==> src/rtl/btn_debounce_if.sv <==
// Button bundle between the raw pins and the conditioned outputs.
// master drives the raw pins and observes the outputs; slave is the debouncer.
interface btn_debounce_if #(
   parameter int N_BTN = 4
);
   logic [N_BTN-1:0] btn_in;
   logic [N_BTN-1:0] btn_level;
   logic [N_BTN-1:0] btn_press;
   logic [N_BTN-1:0] btn_release;

   modport master (output btn_in, input btn_level, input btn_press, input btn_release);
   modport slave  (input btn_in, output btn_level, output btn_press, output btn_release);
endinterface

==> src/rtl/btn_debounce.sv <==
// Two-flop sync plus per-channel stability counter; active-low level and one-cycle strobes.
// Latency DEBOUNCE_CYCLES+2 sampling edges from pin change to level/strobe; no backpressure.
module btn_debounce #(
   parameter int N_BTN           = 4,
   parameter int DEBOUNCE_CYCLES = 120000,
   parameter int CNT_WIDTH       = 17
) (
   input  logic          clk,
   input  logic          rst,
   btn_debounce_if.slave bus
);

   localparam logic [CNT_WIDTH-1:0] CNT_MAX = CNT_WIDTH'(DEBOUNCE_CYCLES - 1);

   if (DEBOUNCE_CYCLES < 2) begin : g_bad_cycles
      $error("btn_debounce: DEBOUNCE_CYCLES must be at least 2");
   end
   if ($clog2(DEBOUNCE_CYCLES) > CNT_WIDTH) begin : g_bad_width
      $error("btn_debounce: CNT_WIDTH too small for DEBOUNCE_CYCLES");
   end

   logic [N_BTN-1:0]     sync1_q;
   logic [N_BTN-1:0]     sync2_q;
   logic [N_BTN-1:0]     level_q;
   logic [N_BTN-1:0]     press_q;
   logic [N_BTN-1:0]     rel_q;
   logic [CNT_WIDTH-1:0] cnt_q [N_BTN];

   always_ff @(posedge clk) begin
      if (rst) begin
         sync1_q <= '1;
         sync2_q <= '1;
         level_q <= '1;
         press_q <= '0;
         rel_q   <= '0;
         for (int i = 0; i < N_BTN; i++) begin
            cnt_q[i] <= '0;
         end
      end else begin
         sync1_q <= bus.btn_in;
         sync2_q <= sync1_q;
         for (int i = 0; i < N_BTN; i++) begin
            press_q[i] <= 1'b0;
            rel_q[i]   <= 1'b0;
            // Any cycle agreeing with the current level restarts the full run.
            if (sync2_q[i] == level_q[i]) begin
               cnt_q[i] <= '0;
            end else if (cnt_q[i] != CNT_MAX) begin
               cnt_q[i] <= cnt_q[i] + CNT_WIDTH'(1);
            end else begin
               level_q[i] <= sync2_q[i];
               cnt_q[i]   <= '0;
               press_q[i] <= ~sync2_q[i];
               rel_q[i]   <= sync2_q[i];
            end
         end
      end
   end

   assign bus.btn_level   = level_q;
   assign bus.btn_press   = press_q;
   assign bus.btn_release = rel_q;

endmodule

==> src/flat_wrapper.sv <==
// flat-port wrapper written by rule: the top's interface ports become plain ports
module btn_debounce_flat 
#(
   parameter int N_BTN           = 4,
   parameter int DEBOUNCE_CYCLES = 120000,
   parameter int CNT_WIDTH       = 17
)
  (clk, rst, bus_btn_in, bus_btn_level, bus_btn_press, bus_btn_release);
  btn_debounce_if #(.N_BTN(N_BTN)) bus_i ();
  input  logic clk;
  input  logic rst;
  input wire logic [$bits(bus_i.btn_in)-1:0] bus_btn_in;
  output wire logic [$bits(bus_i.btn_level)-1:0] bus_btn_level;
  output wire logic [$bits(bus_i.btn_press)-1:0] bus_btn_press;
  output wire logic [$bits(bus_i.btn_release)-1:0] bus_btn_release;
  assign bus_i.btn_in = bus_btn_in;
  assign bus_btn_level = bus_i.btn_level;
  assign bus_btn_press = bus_i.btn_press;
  assign bus_btn_release = bus_i.btn_release;
  btn_debounce #(.N_BTN(N_BTN), .DEBOUNCE_CYCLES(DEBOUNCE_CYCLES), .CNT_WIDTH(CNT_WIDTH)) u_core (.clk(clk), .rst(rst), .bus(bus_i));
endmodule
==> config.mk <==
export PLATFORM = sky130hd
export DESIGN_NAME = btn_debounce_flat
export DESIGN_NICKNAME = d
export VERILOG_FILES = /design/src/rtl/btn_debounce_if.sv /design/src/rtl/btn_debounce.sv /design/src/flat_wrapper.sv
export SDC_FILE = /design/constraint.sdc
export NUM_CORES = 1
export LEC_CHECK = 0
export ABC_AREA = 0
export CAP_MARGIN = 20
export CORE_ASPECT_RATIO = 1.4
export CORE_MARGIN = 2
export CORE_UTILIZATION = 50
export DETAILED_ROUTE_END_ITERATION = 8
export PLACE_DENSITY_LB_ADDON = 0.25
export SYNTH_ARGS = -nofsm -noshare
export SYNTH_HDL_FRONTEND = slang
export SYNTH_SLANG_ARGS = --single-unit
==> constraint.sdc <==
create_clock -name clk -period 2.1 [get_ports clk]
set_input_delay 0.42 -clock clk [delete_from_list [all_inputs] [get_ports clk]]
set_output_delay 0.42 -clock clk [all_outputs]
set_load 0.02 [all_outputs]
# Yosys cells after proc, flatten, opt, wreduce, memory -nomap -nowiden
# Memory sizes are Yosys's and may differ from the RTL's.
# Index checks and enable logic that the tools add are counted.
# W data, S select, Z words.
# totals
mem_count	1
ramBits	68
register_bits	20
# op_classes
n_reduce_logical	8
eq_ne	8
addsub	4
n_bitwise	24
muxes	58
# mem_list
name	depth	width	rd	rd_ports_with_merged_regs	write_ports	line_no	rtl
u_core.cnt_q	4	17	4	0	4	btn_debounce.sv:27	logic [CNT_WIDTH-1:0] cnt_q [N_BTN];
# ops
operator	count
$mux W17	12
$add A17 B1 Y17 const B	4
$ne A17 B17 Y1 const B	4
$mux W1	46
$not A1 Y1	12
$or A1 B1 Y1	12
$reduce_or A3 Y1	4
$reduce_and A2 Y1	4
$eq A1 B1 Y1	4

# Longest topological paths before layout
# logic_depth
depth_word	7
ltp_mapped	6
mapped_depth_nobuf	5

# Least setup slack after synthesis
# No wires, ideal clock.
# synth_path
path_type	register to register
start	memory u_core.cnt_q[2][6]
end	memory u_core.cnt_q[2][14], data pin
setup_slack_ps	221
path_buffers	1
period_less_slack_ps	1879
arrival_time_ps	1625
path_stages_with_launch	6
setup_time_ps	254
path_cell_list	edfxtp_1 > nand4bb_1 > or4b_1 > o21ai_2 > buf_6 > nor2_1
# synth_lines
item	line_no
from (decl)	btn_debounce.sv:27

==> metrics.csv <==
metric,value,unit
outcome,completed,
grt_pass1_wl,13600,microns
critPathRequiredTime,2.16,ns
yosysWarnings,0,
antenna_found_initial,0,
ys_seq_area_share,55.3,%
max_freq,0.523,GHz
finalSetupViolCount,0,
coreArea,0.00856,sq mm
crit_family,simple AND/OR/NAND/NOR gates,
crit_buf_inv,0,
route.detailed.drc,0,
yosysMostFrequentCell,nor2_1,
areaGrowthSynthToFinish,18.9,%
grt.overflow.total,0,
grt_pass1_vias,3106,
io_buffers,17,
max-cap-violations,0,
clkSlewWorstSetupHoldPaths,0.06,ns
drive_above_1_share,7.00,%
fin_nets,519,
cts_tree,done,
numCtsBuffers,9,
fillers,721,
synth_top_area_share,46.3,%
swShare,21.8,%
finalCritPeriodShare,91.1,%
syn-instance-count,417,
layoutNonFillerInstCount,619,
endpoint_kind,flip-flop,
hold_viol,0,
finalWeightedCongestion,0.904,
synth_area,0.00441,sq mm
antenna_left,0,
yosys-top-cells-area,"edfxtp_1 46%, dfxtp_1 9.1%, xnor2_1 7.5%",
ctsResizeCount,0,
clockBufferDepth,2,
clockPowerShare,39.3,%
holdBufCountCts,0,
synth_area_leader_cell,edfxtp_1,
die_y,115,microns
clkSinkCount,88,
start_kind,flip-flop,
grt_max_degree,24,
critical_path_class,reg -> reg,
start_util,51.6,%
cts_root_buffer,clkbuf_16,
maxSlewViolCount,0,
synth_common_cells,"72 x nor2_1, 68 x edfxtp_1, 38 x xnor2_1, 28 x nand4_1, 26 x nand3_1",
wire_per_inst,12.7,microns
intPower,2.79,mW
routed_wirelength,7830,microns
synth_edf_count,68,
finClkSkew,0.00510,ns
peakVddDrop,0.000492,V
setup_tns,0,ns
htree_levels,3,
rsz0062_at_grt,no,
cp.arrival,1.98,ns
postCtsSetupBuffers,0,
synth-main-ff-cell,edfxtp_1,
drt_iter0_markers,126,
fp.dieW,83.4,microns
synthArstFlopShare,0,%
viasPerCell,5.26,
synth_area_per_cell,10.6,sq um
period_needed,1.91,ns
worst-path-max-fanout,17,
power.switching,0.780,mW
crit_path_max_incr_delay,0.47,ns
ys_types,41,
hold_path_class,reg -> reg,
p_leak,1.81,nW
cp_cell_sequence,"nor4b_1, nand4_1, o21ai_4, nor2_1",
insertion_delay,0.34,ns
ys_ff_latch,88,
dr.pass1.iters,5,
dp_hpwl,5570,microns
pwr-share-comb,4.4,%
p_per_area,681,mW/mm^2
num_io_pins,18,
diodes,0,
dieArea,0.00960,sq mm
dpl.cell_count,603,
via_count,3257,
cp_slowest_cell,o21ai_4,
p_seq_share,56.3,%
track_usage,17.7,%
std_cell_rows,40,
==> state kept, by name (all words and copies together) (netlist names) <==
signal	cells
u_core.cnt_q	68
u_core.bus.btn_level	4
u_core.bus.btn_press	4
u_core.bus.btn_release	4
u_core.sync1_q	4
u_core.sync2_q	4
==> through the flow <==
stage	area (sq um)	power (mW)	worst slack [ns]	hold slack [ns]	util, %
global route	5250	3.71	0.0106	0.421	61.3
global placement	4990	2.19	0.269	0.397	58.3
floorplan	4660	2.14	0.221	0.389	-
CTS	5250	3.60	0.186	0.413	61.3
finish	5250	3.57	0.188	0.409	61.3
detailed placement	4990	2.20	0.186	0.397	58.3
==> metal layers <==
metal / up-vias / wire length (microns) / track usage (%)
met2: 50 / 4070 / 32.2
met4: 0 / 197 / 9.95
met1: 1555 / 3360 / 19.3
li1: 1637 / - / -
met5: - / 0 / 0
met3: 15 / 203 / 3.52
==> cell families after synthesis <==
family | Yosys count | synth area share, %
DFF | 88 | 55.3
AOI/OAI and AO/OA | 17 | 2.67
and+or+nand+nor | 225 | 26.7
muxes | 1 | 0.227
adders and majority gates | 4 | 1.13
buffers and inverters | 23 | 2.30
other | 1 | 0.0850
xor gates and xnor gates | 58 | 11.5
==> power by group through the flow <==
stage               Combinational (mW)  Sequential, mW  Clock [mW]
detailed placement               0.154            2.04           0
CTS                              0.156            2.01        1.44
global placement                 0.153            2.04           0
finish                           0.159            2.01        1.40
global route                     0.183            2.02        1.50
floorplan                        0.121            2.02           0
==> area by class of cell <==
class / count / area (sq um) / area share (%)
inverters: 10 / 37.5 / 0.716
clock inverters: 6 / 26.3 / 0.501
well taps: 105 / 131 / 2.50
multi-input cells: 373 / 2120 / 40.4
clock buffers: 10 / 229 / 4.37
repair buffers: 27 / 258 / 4.91
flip-flops and latches: 88 / 2440 / 46.6
==> path summary, 6_finish.rpt <==
check | startpoint | depth (start not counted) | slack (ns) | to
worst min-delay path | u_core.sync1_q[2] | 1 | 0.41 | u_core.sync2_q[2]
worst min register to register | u_core.sync1_q[2] | 1 | 0.41 | u_core.sync2_q[2]
worst max register to register | u_core.cnt_q[3][9] | 4 | 0.19 | u_core.cnt_q[3][13]
worst max-delay path | u_core.cnt_q[3][9] | 4 | 0.19 | u_core.cnt_q[3][13]
==> layout by cell type, fill, tap and decap left out, types with 2 or more instances in the layout <==
master,instances
nor2_1,72
edfxtp_1,68
conb_1,68
xnor2_1,38
nand4_1,28
nand3_1,26
xor2_1,20
dfxtp_1,20
nor4_1,18
nor3_1,18
nand2_1,17
clkdlybuf4s50_1,17
and3_1,11
inv_1,10
clkbuf_16,9
buf_4,9
or2_2,8
nand2b_1,7
a21oi_1,6
ha_1,4
and4_1,3
o21ai_0,3
or4_1,3
clkinv_2,3
clkinv_1,3
nor4b_1,2
or3_1,2
and3b_1,2
o21ai_2,2
nor4bb_1,2
a211o_1,2
Power figures use the tool's default switching activity.
==> patch (config.mk and constraints unchanged) <==
`N_BTN` is set to 4 in 3 places; all go to 8.
--- a/src/rtl/btn_debounce_if.sv
+++ b/src/rtl/btn_debounce_if.sv
@@ -2,5 +2,5 @@
 // master drives the raw pins and observes the outputs; slave is the debouncer.
 interface btn_debounce_if #(
-   parameter int N_BTN = 4
+   parameter int N_BTN = 8
 );
    logic [N_BTN-1:0] btn_in;
--- a/src/rtl/btn_debounce.sv
+++ b/src/rtl/btn_debounce.sv
@@ -2,5 +2,5 @@
 // Latency DEBOUNCE_CYCLES+2 sampling edges from pin change to level/strobe; no backpressure.
 module btn_debounce #(
-   parameter int N_BTN           = 4,
+   parameter int N_BTN           = 8,
    parameter int DEBOUNCE_CYCLES = 120000,
    parameter int CNT_WIDTH       = 17
--- a/src/flat_wrapper.sv
+++ b/src/flat_wrapper.sv
@@ -2,5 +2,5 @@
 module btn_debounce_flat 
 #(
-   parameter int N_BTN           = 4,
+   parameter int N_BTN           = 8,
    parameter int DEBOUNCE_CYCLES = 120000,
    parameter int CNT_WIDTH       = 17
Ports: changed (resized bus_btn_in, bus_btn_level, bus_btn_press and bus_btn_release); port bits go from 18 to 34. No check against the original RTL was run, so the function may have changed too.
==> patch against the unedited design <==
Final area grew 100%; highest routed layer unchanged; via count grew 93%; sequential cell count is 88 higher; total power is 110% higher; synthesized area is 97% higher; routed wire length increased by 96%; clock power grew 110%; worst setup slack worse by 0.092 ns.
==> patch: results (changes against the unedited design) <==
stage;metric;value;unit;change
yosys;synth.area.mux_share;0.006904;;was 0.002268
routing;wirelength;15350;um;was 7832 um
layout;inverters;23;;was 10
clock_tree;clkSinkCount;176;;was 88
place;routabilityCongestion;0.8651;;was 0.9038
layout;nMultiInputCombCells;723;;was 373
grt;grt_max_degree;46;;was 24
pwr;powerSeq;0.00402;W;was 0.00201 W
timing;skew;0.006198;ns;was 0.005099 ns
clock_tree;clock_latency;0.42;ns;was 0.34 ns
setup_path;worstReg2RegEnd;u_core.cnt_q[0][16]$_SDFFCE_PP0P_;;was u_core.cnt_q[3][13]$_SDFFCE_PP0P_
pwr;p_clk_frac;0.408;;was 0.393
timing;whs;0.4104;ns;was 0.4085 ns
layout;fillers;1459;;was 721
yosys;synth-compound-area-share;0.01625;;was 0.02665
run_status;status;complete, no violations;;unchanged
layout;clkCellAreaFrac;0.05332;;was 0.04866
setup_path;r2r.worst_path.cells;6;;was 4
layout;n_clock_buffer;26;;was 10
yosys;synthXorXnorAreaFrac;0.1168;;was 0.1151
setup_path;crit_slowest_cell;edfxtp_1;;was o21ai_4
setup_path;crit_path_start;u_core.cnt_q[0][6]$_SDFFCE_PP0P_;;was u_core.cnt_q[3][9]$_SDFFCE_PP0P_
grt;grt_pass1_wl;26990;um;was 13590 um
clock_tree;h-tree-depth;4;;was 3
layout;buf_share;0.05969;;was 0.04914
yosys;synthTopCellsByCount;153 x nor2_1, 136 x edfxtp_1, 88 x xnor2_1;;was 72 x nor2_1, 68 x edfxtp_1, 38 x xnor2_1
setup_path;rrSetupSlack;0.1;ns;was 0.19 ns
layout;seq_area;0.004885;sq mm;was 0.002442 sq mm
layout;largest_register_ffs;136;;was 68
yosys;synth_cell_types;40;;was 41
yosys;synthAdderAreaFrac;0.01151;;was 0.01134
patch: metrics by stage:
step           std cells  setup slack, ns  total power [W]  area (sq um)
2_1_floorplan        941           0.1010         0.004286          9205
4_1_cts             1253          0.01027         0.007391         10580
5_1_grt             1255          0.02103         0.007616         10610
3_5_place_dp        1221          0.02717         0.004399         10010
6_report            1255          0.09587         0.007328         10610
3_3_place_gp        1221          0.04980         0.004390         10010
patch: what timing repair did:
item | 4_1_cts | 5_1_grt
resized for setup | 0 | 3
endpoints found under the setup margin | 0 | 25
buffers inserted | 0 | 2
patch: worst register-to-register path, stage by stage, from the launching register on:
cell and delay (ns):
edfxtp_1 0.48, nand4bb_1 0.24, nor4_1 0.48, buf_4 0.21, a211o_1 0.14, buf_12 0.15, a21oi_1 0.05
patch: layer usage:
layer	up-vias	global-route usage	part of all wire
met5	-	0	0
met4	0	0.07229	0.021
met3	24	0.04137	0.030
met2	96	0.3161	0.51
met1	2979	0.2093	0.44
li1	3183	-	-
